**src/rtl/instr_encoder_loader.sv**
```systemverilog
// Writer side of the instruction path: packs decoded ARM fields into 32-bit words,
// streams them into imem and holds the processor in reset until the program is loaded.
module instr_encoder_loader #(
    parameter int ADDR_W = 6,
    parameter int DEPTH  = 64
) (
    input  logic              clk,
    input  logic              rst,
    input  logic              start,
    input  logic              in_valid,
    output logic              in_ready,
    input  logic              in_last,
    input  logic [3:0]        in_cond,
    input  logic [1:0]        in_op,
    input  logic [5:0]        in_funct,
    input  logic [3:0]        in_rn,
    input  logic [3:0]        in_rd,
    input  logic [11:0]       in_src2,
    input  logic [23:0]       in_imm24,
    output logic              imem_we,
    output logic [ADDR_W-1:0] imem_addr,
    output logic [31:0]       imem_wdata,
    output logic              cpu_hold,
    output logic              done,
    output logic              error,
    output logic [ADDR_W:0]   word_count
);

    localparam logic [2:0] S_IDLE  = 3'd0;
    localparam logic [2:0] S_LOAD  = 3'd1;
    localparam logic [2:0] S_FLUSH = 3'd2;
    localparam logic [2:0] S_DONE  = 3'd3;
    localparam logic [2:0] S_ERROR = 3'd4;

    localparam logic [ADDR_W:0] DEPTH_C = (ADDR_W+1)'(DEPTH);

    logic [2:0]        state_reg, state_next;
    logic [ADDR_W:0]   word_count_reg;
    logic              we_reg;
    logic [ADDR_W-1:0] addr_reg;
    logic [31:0]       wdata_reg;
    logic [31:0]       packed_next;
    logic              accept, illegal, full, write_ok, restart;

    assign accept   = in_valid && (state_reg == S_LOAD);
    assign illegal  = (in_op == 2'b11);
    assign full     = (word_count_reg == DEPTH_C);
    assign write_ok = accept && !illegal && !full;
    // start only matters outside LOAD/FLUSH; a start pulse mid-load is ignored
    assign restart  = start && ((state_reg == S_IDLE) || (state_reg == S_DONE) ||
                                (state_reg == S_ERROR));

    always_comb begin
        if (in_op == 2'b10) begin
            packed_next = {in_cond, 2'b10, in_funct[5:4], in_imm24};
        end else begin
            packed_next = {in_cond, in_op, in_funct, in_rn, in_rd, in_src2};
        end
    end

    always_comb begin
        state_next = state_reg;
        case (state_reg)
            S_IDLE:  if (start) state_next = S_LOAD;
            S_LOAD: begin
                if (accept) begin
                    if (illegal || full) state_next = S_ERROR;
                    else if (in_last)    state_next = S_FLUSH;
                end
            end
            S_FLUSH: state_next = S_DONE;
            S_DONE:  if (start) state_next = S_LOAD;
            S_ERROR: if (start) state_next = S_LOAD;
            default: state_next = S_IDLE;
        endcase
    end

    // word_count advances on the same edge that raises imem_we, so it always
    // equals the number of writes issued so far in this load
    always_ff @(posedge clk) begin
        if (rst) begin
            state_reg      <= S_IDLE;
            word_count_reg <= '0;
            we_reg         <= 1'b0;
            addr_reg       <= '0;
            wdata_reg      <= '0;
        end else begin
            state_reg <= state_next;
            we_reg    <= write_ok;
            if (write_ok) begin
                addr_reg       <= word_count_reg[ADDR_W-1:0];
                wdata_reg      <= packed_next;
                word_count_reg <= word_count_reg + 1'b1;
            end else if (restart) begin
                word_count_reg <= '0;
            end
        end
    end

    assign in_ready   = (state_reg == S_LOAD);
    assign imem_we    = we_reg;
    assign imem_addr  = addr_reg;
    assign imem_wdata = wdata_reg;
    assign cpu_hold   = (state_reg != S_DONE);
    assign done       = (state_reg == S_DONE);
    assign error      = (state_reg == S_ERROR);
    assign word_count = word_count_reg;

endmodule
```
**config.mk**
```make
export PLATFORM = sky130hd
export DESIGN_NAME = instr_encoder_loader
export DESIGN_NICKNAME = d
export VERILOG_FILES = /design/src/rtl/instr_encoder_loader.sv
export SDC_FILE = /design/constraint.sdc
export NUM_CORES = 1
export LEC_CHECK = 0
export CAP_MARGIN = 20
export CORE_MARGIN = 2
export CORE_UTILIZATION = 35
export DETAILED_ROUTE_END_ITERATION = 12
export GPL_ROUTABILITY_DRIVEN = 0
export PLACE_DENSITY_LB_ADDON = 0.25
export SETUP_SLACK_MARGIN = 0.05
export SLEW_MARGIN = 20
export SYNTH_ARGS = -nofsm -noshare
export SYNTH_HDL_FRONTEND = slang
export SYNTH_SLANG_ARGS = --single-unit
```
**constraint.sdc**
```tcl
create_clock -name clk -period 1.62 [get_ports clk]
set_input_delay 0.243 -clock clk [delete_from_list [all_inputs] [get_ports clk]]
set_output_delay 0.243 -clock clk [all_outputs]
set_load 0.02 [all_outputs]
```
### Word-level counts from Yosys, hierarchy flattened

Index checks and enable logic that the tools add are counted.

* flip-flop bits (word level): 49
* output and inout bits: 50

* reduce and logical (&&, ||, !) cells: 13
* eq/ne operators: 11
* add/subtract/negate cells: 1
* mux-type cells: 8

Operators by type and width (number)
* $mux 28: 1
* $mux 7: 2
* $mux 3: 4
* $pmux 3 s3: 1
* $add 7x1->7 const B: 1
* $eq 7x7->1 const B: 1
* $eq 3x2->1 const B: 2
* $eq 2x2->1 const B: 2
* $logic_and 1x1->1: 4
* $ne 2x1->1 const B: 2
* $eq 3x1->1 const B: 1
* $eq 3x3->1 const B: 1
* $logic_not 3->1: 1
* $logic_or 1x1->1: 3
* $ne 3x1->1 const B: 1
* $ne 3x2->1 const B: 1
* $reduce_and 3->1: 1
* $reduce_or 3->1: 1
* $logic_not 1->1: 2
* $reduce_bool 2->1: 1

### Depth between registers and ports, before layout

Gate-level depths: netlist of the first run.

* depth in word-level cells: 6
* mapped depth: 8
* mapped depth without buffers: 6

### Worst setup path before layout of the first run

Ideal clock, no wire load.

* path kind: reg-to-reg
* start point: register word_count_reg[5] (netlist: word_count[5])
* end point: register word_count_reg[3] (netlist: word_count[3])
* path slack: -0.210 ns
* required time: 1.498 ns
* arrival: 1.708 ns
* setup time: 0.122 ns
* clock period less this slack: 1.830 ns
* stages on the path, launching flop included: 6
* cells stage by stage: dfxtp_1 > or4b_1 > o211ai_1 > buf_4 > nor4_1 > a221o_1

* word-level cells in the longest chain between the ends: 4
* elaborated cells between the ends (all ways): 5
* classes of those cells: 1 x eq/ne; 1 x mux; 3 x reduce/logical

Ends and longest elaborated chain
* start: declaration: line 38 `logic [ADDR_W:0] word_count_reg;`
* start signal: assignment: line 93 `word_count_reg <= word_count_reg + 1'b1;`
* $eq 7x7->1 *: line 47 `assign full = (word_count_reg == DEPTH_C);`
* $logic_not 1->1 *: line 48 `assign write_ok = accept && !illegal && !full;`
* $logic_and 1x1->1 *: line 48
* $mux 7 / $reduce_bool 2->1 (equally long branches)

Mark *: on every way between the ends. The rest lies on a longest branch, timed or not.
A chain may end at the register's enable or synchronous reset.

### Worst setup path in the final report of the first run

* start point: register word_count_reg[3] (netlist: word_count[3])
* end point: register wdata_reg[0] (netlist: imem_wdata[0])

* word-level cells in the longest chain between the ends: 3

Ends and longest elaborated chain
* $eq 7x7->1: line 47
* $logic_not 1->1: line 48
* $logic_and 1x1->1: line 48
* end signal: assignment: line 92 `wdata_reg <= packed_next;`
* end: declaration: line 41 `logic [31:0] wdata_reg;`

Every way passes these cells.

==> impl_metrics.env, run 1 <==
export IMPL_outcome="finished, violations left"
export IMPL_violations="setup timing"
export IMPL_clock_sinks=49
export IMPL_ys_flop_type="dfxtp_1"
export IMPL_die_area_mm2=0.00672
export IMPL_syn_avg_cell_area_um2=9.10
export IMPL_swShare=0.263
export IMPL_fin_worst_skew_ns=0.00608
export IMPL_antenna_found_initial=0
export IMPL_fin_util=0.697
export IMPL_clk_path_buf_depth=2
export IMPL_relSlewSlack=0.699
export IMPL_cts_made_buffers=5
export IMPL_post_drt_wl_per_cell_um=15.4
export IMPL_hp_class="in -> reg"
export IMPL_layout_min_cycle_time_ns=1.76
export IMPL_syn_num_nets=297
export IMPL_dieHeight_um=82
export IMPL_via_count=2211
export IMPL_initial_utilization=0.362
export IMPL_yosysWarnings=0
export IMPL_worstSetupPathType="reg -> reg"
export IMPL_drive_above_1_share=0.296
export IMPL_diodes=0
export IMPL_path_max_fanout=8
export IMPL_cpPeakStageDelay_ns=0.56
export IMPL_seqPwrFrac=0.445
export IMPL_cts_root_buffer="clkbuf_8"
export IMPL_switching_power_uw=774
export IMPL_area_growth_pct=92.5
export IMPL_first_pass_iters=4
export IMPL_rr_startpoint="word_count[3]"
export IMPL_grt_pass1_vias=1976
export IMPL_synth_edf_count=0
export IMPL_placed_cells=420
export IMPL_drv_cap=0
export IMPL_fillers=479
export IMPL_wl_um=6730
export IMPL_final_common_cell="clkdlybuf4s50_1"
export IMPL_async_reset_ff_frac=0
export IMPL_seq_area_frac_synth=0.461
export IMPL_core_mm2=0.00589
export IMPL_hold_start="rst"
export IMPL_post_route_period_util=1.09
export IMPL_finalSetupViolCount=42
export IMPL_ys_ff_latch=49
export IMPL_setup_worst_path_end_class="register"
export IMPL_path_clk_slew_ns=0.09
export IMPL_tightest_slew_ns=0.450
export IMPL_instances_no_fill=437
export IMPL_cp_buffers_inverters=2
export IMPL_worst_slack_ns=-0.144
export IMPL_grt_start_max_net_pins=34
export IMPL_track_usage=0.175
export IMPL_ir_drop_mv=0.348
export IMPL_cp_slowest_cell="or4b_4"
export IMPL_overflow=0
export IMPL_largest_reg_flops=32
export IMPL_rsz0062_at_grt="yes"
export IMPL_place_area_mm2=0.00343
export IMPL_htreeDepth=2
export IMPL_power_static_leakage_nw=1.83
export IMPL_critPathTopFamily="simple AND/OR/NAND/NOR gates"
export IMPL_cts_hold_buf=0
export IMPL_dieWidth_um=82
export IMPL_max_freq_ghz=0.567
export IMPL_io_pins=111
export IMPL_drtIter0Drc=43
export IMPL_worst_endpoint_required_ns=1.85
export IMPL_route_detailed_drc=0
export IMPL_total_power_mw=2.94
export IMPL_power_density_mw_per_mm2=718
export IMPL_p_int_mw=2.17
export IMPL_fin_area_mm2=0.00410
export IMPL_final_max_slew_viol_count=0
export IMPL_grt_pass1_wl_um=9040
export IMPL_clock_latency_ns=0.30
export IMPL_synth_cell_area_mm2=0.00213
export IMPL_arrival_ns=1.99
export IMPL_p_comb_frac=0.251
export IMPL_vias_per_cell=5.06
export IMPL_final_cell_mix="clkdlybuf4s50_1, dfxtp_1, nand2_1"
export IMPL_hpwl_um=4260
export IMPL_ys_types=37
export IMPL_ant_nets=0
export IMPL_hold_violations=0
export IMPL_portBuffers=110
export IMPL_start_kind="register"
export IMPL_tritoncts="built"
export IMPL_fin_setup_tns_ns=-4.50
export IMPL_syn_inst=234
export IMPL_rows=28
export IMPL_crit_chain="or4b_4 > o211a_4 > buf_8 > buf_12 > a211oi_2"
export IMPL_layout_nets=424
export IMPL_clkPwrFrac=0.304
export IMPL_startpoint="word_count[3]"
==> routing by layer <==
metal,track usage,share of wire
met5,0,0
met4,0.0533,0.013
met3,0.0703,0.077
met2,0.285,0.50
met1,0.211,0.41
==> area by class of cell <==
class,count,area (um^2),share of cell area
tap,75,93.8,0.0229
clock buffer,7,86.3,0.0211
clock inverter,1,30.0,0.00732
inverter,5,18.8,0.00458
sequential,49,988,0.241
timing repair buffer,137,1490,0.362
multi-input combinational,163,1400,0.341
==> stage by stage <==
stage / setup slack (ns) / hold WS, ns
final: -0.144 / 0.429
after global routing: -0.214 / 0.450
after CTS: -0.190 / 0.404
after detailed placement: -0.263 / 0.445
after global placement: -0.198 / 0.438
after floorplan: -0.157 / 0.370
==> kinds of logic (layout without fill, tap and decap cells) <==
kind of cell	after synthesis	count (layout)	share of synthesized area
simple gates	80	80	0.177
compound gates	56	56	0.182
flops	49	49	0.461
mux	25	25	0.118
buf+inv	22	150	0.0505
fa+ha+maj	2	2	0.0117
==> Yosys cell counts (2+ instances only) <==
| cell type | number | area [um^2] |
|---|---|---|
| ha_1 | 2 | 25.0 |
| nand2_1 | 32 | 120 |
| clkbuf_1 | 8 | 30.0 |
| mux2i_1 | 24 | 240 |
| nor3b_1 | 2 | 15.0 |
| o21ai_0 | 4 | 20.0 |
| a211oi_1 | 25 | 188 |
| nor4_1 | 2 | 12.5 |
| nor3_1 | 3 | 15.0 |
| buf_6 | 2 | 22.5 |
| and2_1 | 3 | 18.8 |
| dfxtp_1 | 49 | 981 |
| a21oi_1 | 16 | 80.1 |
| nor2_1 | 27 | 101 |
| inv_1 | 5 | 18.8 |
| a221o_1 | 3 | 30.0 |
| nand3_1 | 2 | 10.0 |
| nor4b_1 | 2 | 17.5 |
| buf_2 | 5 | 25.0 |
==> worst paths after layout <==
path                            slack [ns]  cells after the start        endpoint
worst max-delay path                 -0.14                      5   imem_wdata[0]
worst min-delay path                  0.43                      3    state_reg[0]
worst max register to register       -0.14                      5   imem_wdata[0]
worst min register to register        0.46                      2  imem_wdata[25]
==> worst register-to-register path: stages (launching register included) <==
cell and delay [ns]:
dfxtp_2 0.33, or4b_4 0.56, o211a_4 0.30, buf_8 0.15, buf_12 0.14, a211oi_2 0.22
==> power groups by stage <==
stage / registers (mW) / logic (mW) / clock network [mW]
5_1_grt: 1.32 / 0.794 / 0.968
6_report: 1.31 / 0.741 / 0.895
4_1_cts: 1.29 / 0.618 / 0.917
3_5_place_dp: 1.31 / 0.583 / 0
2_1_floorplan: 1.37 / 0.221 / 0
3_3_place_gp: 1.31 / 0.576 / 0
==> repair_timing <==
action / in CTS / in global routing
pin swaps: 10 / 5
resized for setup: 45 / 80
buffers inserted: 1 / 2
endpoints found under the setup margin: 58 / 57
gates cloned: 0 / 6
No activity file was read; power rests on OpenSTA's default activity.
==> run 2, diff against run 1 <==
Settings changed: PLACE_DENSITY set to 0.75, PLACE_DENSITY_LB_ADDON 0.25 to unset.
==> impl_metrics.env, run 2 (same netlist as run 1, synthesis figures left out) <==
export IMPL_drv_cap=0
export IMPL_portBuffers=110
export IMPL_hpwl_um=4200
export IMPL_vias_per_cell=5.02
export IMPL_seqPwrFrac=0.468
export IMPL_rsz0062_at_grt="yes"
export IMPL_layout_nets=430
export IMPL_track_usage=0.200
export IMPL_fin_worst_skew_ns=0.0108
export IMPL_clkPwrFrac=0.246
export IMPL_start_kind="register"
export IMPL_place_ws_ns=-0.241
export IMPL_worstSetupPathType="reg -> reg"
export IMPL_first_pass_iters=4
export IMPL_wl_um=6820
export IMPL_largest_reg_flops=32
export IMPL_htreeDepth=2
export IMPL_switching_power_uw=787
export IMPL_met1_length_um=2650
export IMPL_antenna_found_initial=0
export IMPL_dieWidth_um=82
export IMPL_tritoncts="built"
export IMPL_route_detailed_drc=0
export IMPL_diodes=0
export IMPL_area_growth_pct=96.3
export IMPL_setup_worst_path_end_class="register"
export IMPL_fin_setup_tns_ns=-6.25
export IMPL_violations="setup timing"
export IMPL_hold_violations=0
export IMPL_core_mm2=0.00589
export IMPL_drive_above_1_share=0.291
export IMPL_outcome="finished, violations left"
export IMPL_fillers=441
export IMPL_top_layer="met4"
export IMPL_dieHeight_um=82
export IMPL_route_met3_wl_um=558
export IMPL_place_area_mm2=0.00341
export IMPL_grt_pass1_vias=2127
export IMPL_arrival_ns=2.00
export IMPL_final_max_slew_viol_count=0
export IMPL_post_drt_wl_per_cell_um=15.4
export IMPL_grt_pass1_wl_um=10200
export IMPL_overflow=0
export IMPL_power_static_leakage_nw=1.86
export IMPL_initial_utilization=0.362
export IMPL_multiInputGateArea_mm2=0.00138
export IMPL_tightest_slew_ns=0.480
export IMPL_finalSetupViolCount=46
export IMPL_cts_root_buffer="clkbuf_8"
export IMPL_p_int_mw=2.01
export IMPL_regArea_um2=988
export IMPL_path_max_fanout=7
export IMPL_p_comb_frac=0.285
export IMPL_clock_sinks=49
export IMPL_hold_start="rst"
export IMPL_startpoint="word_count[3]"
export IMPL_via_count=2225
export IMPL_rr_startpoint="word_count[3]"
export IMPL_io_pins=111
export IMPL_fin_area_mm2=0.00418
export IMPL_ir_drop_mv=0.382
export IMPL_swShare=0.282
export IMPL_clk_path_buf_depth=2
export IMPL_grt_start_max_net_pins=24
export IMPL_worst_endpoint_required_ns=1.82
export IMPL_hp_class="in -> reg"
export IMPL_post_route_period_util=1.12
export IMPL_drtIter0Drc=97
export IMPL_wl_met2_um=3540
export IMPL_layout_min_cycle_time_ns=1.81
export IMPL_cts_made_buffers=5
export IMPL_rows=28
export IMPL_die_area_mm2=0.00672
export IMPL_final_cell_mix="clkdlybuf4s50_1, dfxtp_1, nand2_1"
export IMPL_power_density_mw_per_mm2=668
export IMPL_r2r_slack_ns=-0.19
export IMPL_total_power_mw=2.79
export IMPL_path_clk_slew_ns=0.09
export IMPL_clock_latency_ns=0.30
export IMPL_final_common_cell="clkdlybuf4s50_1"
export IMPL_worst_slack_ns=-0.188
export IMPL_max_freq_ghz=0.553
export IMPL_ant_nets=0
export IMPL_relSlewSlack=0.680
-- run 2: changes by cell type in the layout (fill, tap and decap cells not counted), moves of 3 or more --
cell	delta
a21oi_2	-8
clkbuf_16	-3
dlygate4sd2_1	+3
a21oi_1	+8
buf_16	+6
-- run 2: cell type report --
type / instances / share of cell area
Clock buffer: 6 / 0.0174
Clock inverter: 2 / 0.00239
Inverter: 5 / 0.00449
Multi-Input combinational cell: 163 / 0.330
Sequential cell: 49 / 0.236
Tap cell: 75 / 0.0224
Timing Repair Buffer: 143 / 0.386
-- run 2: power by group through the flow --
stage          clock [mW]  sequential [mW]  combinational, mW
3_3_place_gp            0             1.31              0.572
6_report            0.688             1.31              0.797
2_1_floorplan           0             1.37              0.221
4_1_cts             0.699             1.30              0.768
3_5_place_dp            0             1.31              0.578
5_1_grt             0.743             1.31              0.849
-- run 2: worst max-delay path, stage by stage (launching register included) --
cell     delay, ns
dfxtp_2       0.34
or4b_4        0.56
o211a_4       0.31
buf_4         0.16
buf_12        0.13
a32o_1        0.21
-- run 2: metrics by stage --
step | hold WS, ns | cells | utilization
6_report | 0.408 | 443 | 0.710
5_1_grt | 0.416 | 443 | 0.710
4_1_cts | 0.397 | 440 | 0.687
3_5_place_dp | 0.444 | 419 | 0.580
3_3_place_gp | 0.438 | 419 | 0.580
2_1_floorplan | 0.370 | 234 | -
-- run 2: routing by layer --
layer | track usage | vias up
met5 | 0 | -
met4 | 0.0717 | 0
met3 | 0.0571 | 6
met2 | 0.348 | 96
met1 | 0.234 | 1024
li1 | - | 1099
-- run 2: final timing paths --
path / to / cells past startpoint
min reg2reg: imem_addr[4] / 2
max: state_reg[1] / 5
max reg2reg: state_reg[1] / 5
min: imem_addr[4] / 2
-- run 2: repair_timing --
action / in CTS / in global routing
buffers inserted: 6 / 3
gates cloned: 7 / 1
endpoints found under the setup margin: 57 / 65
gates resized for setup: 101 / 34
hold endpoints to repair: 0 / 0
hold buffers: 0 / 0
pin swaps: 8 / 3
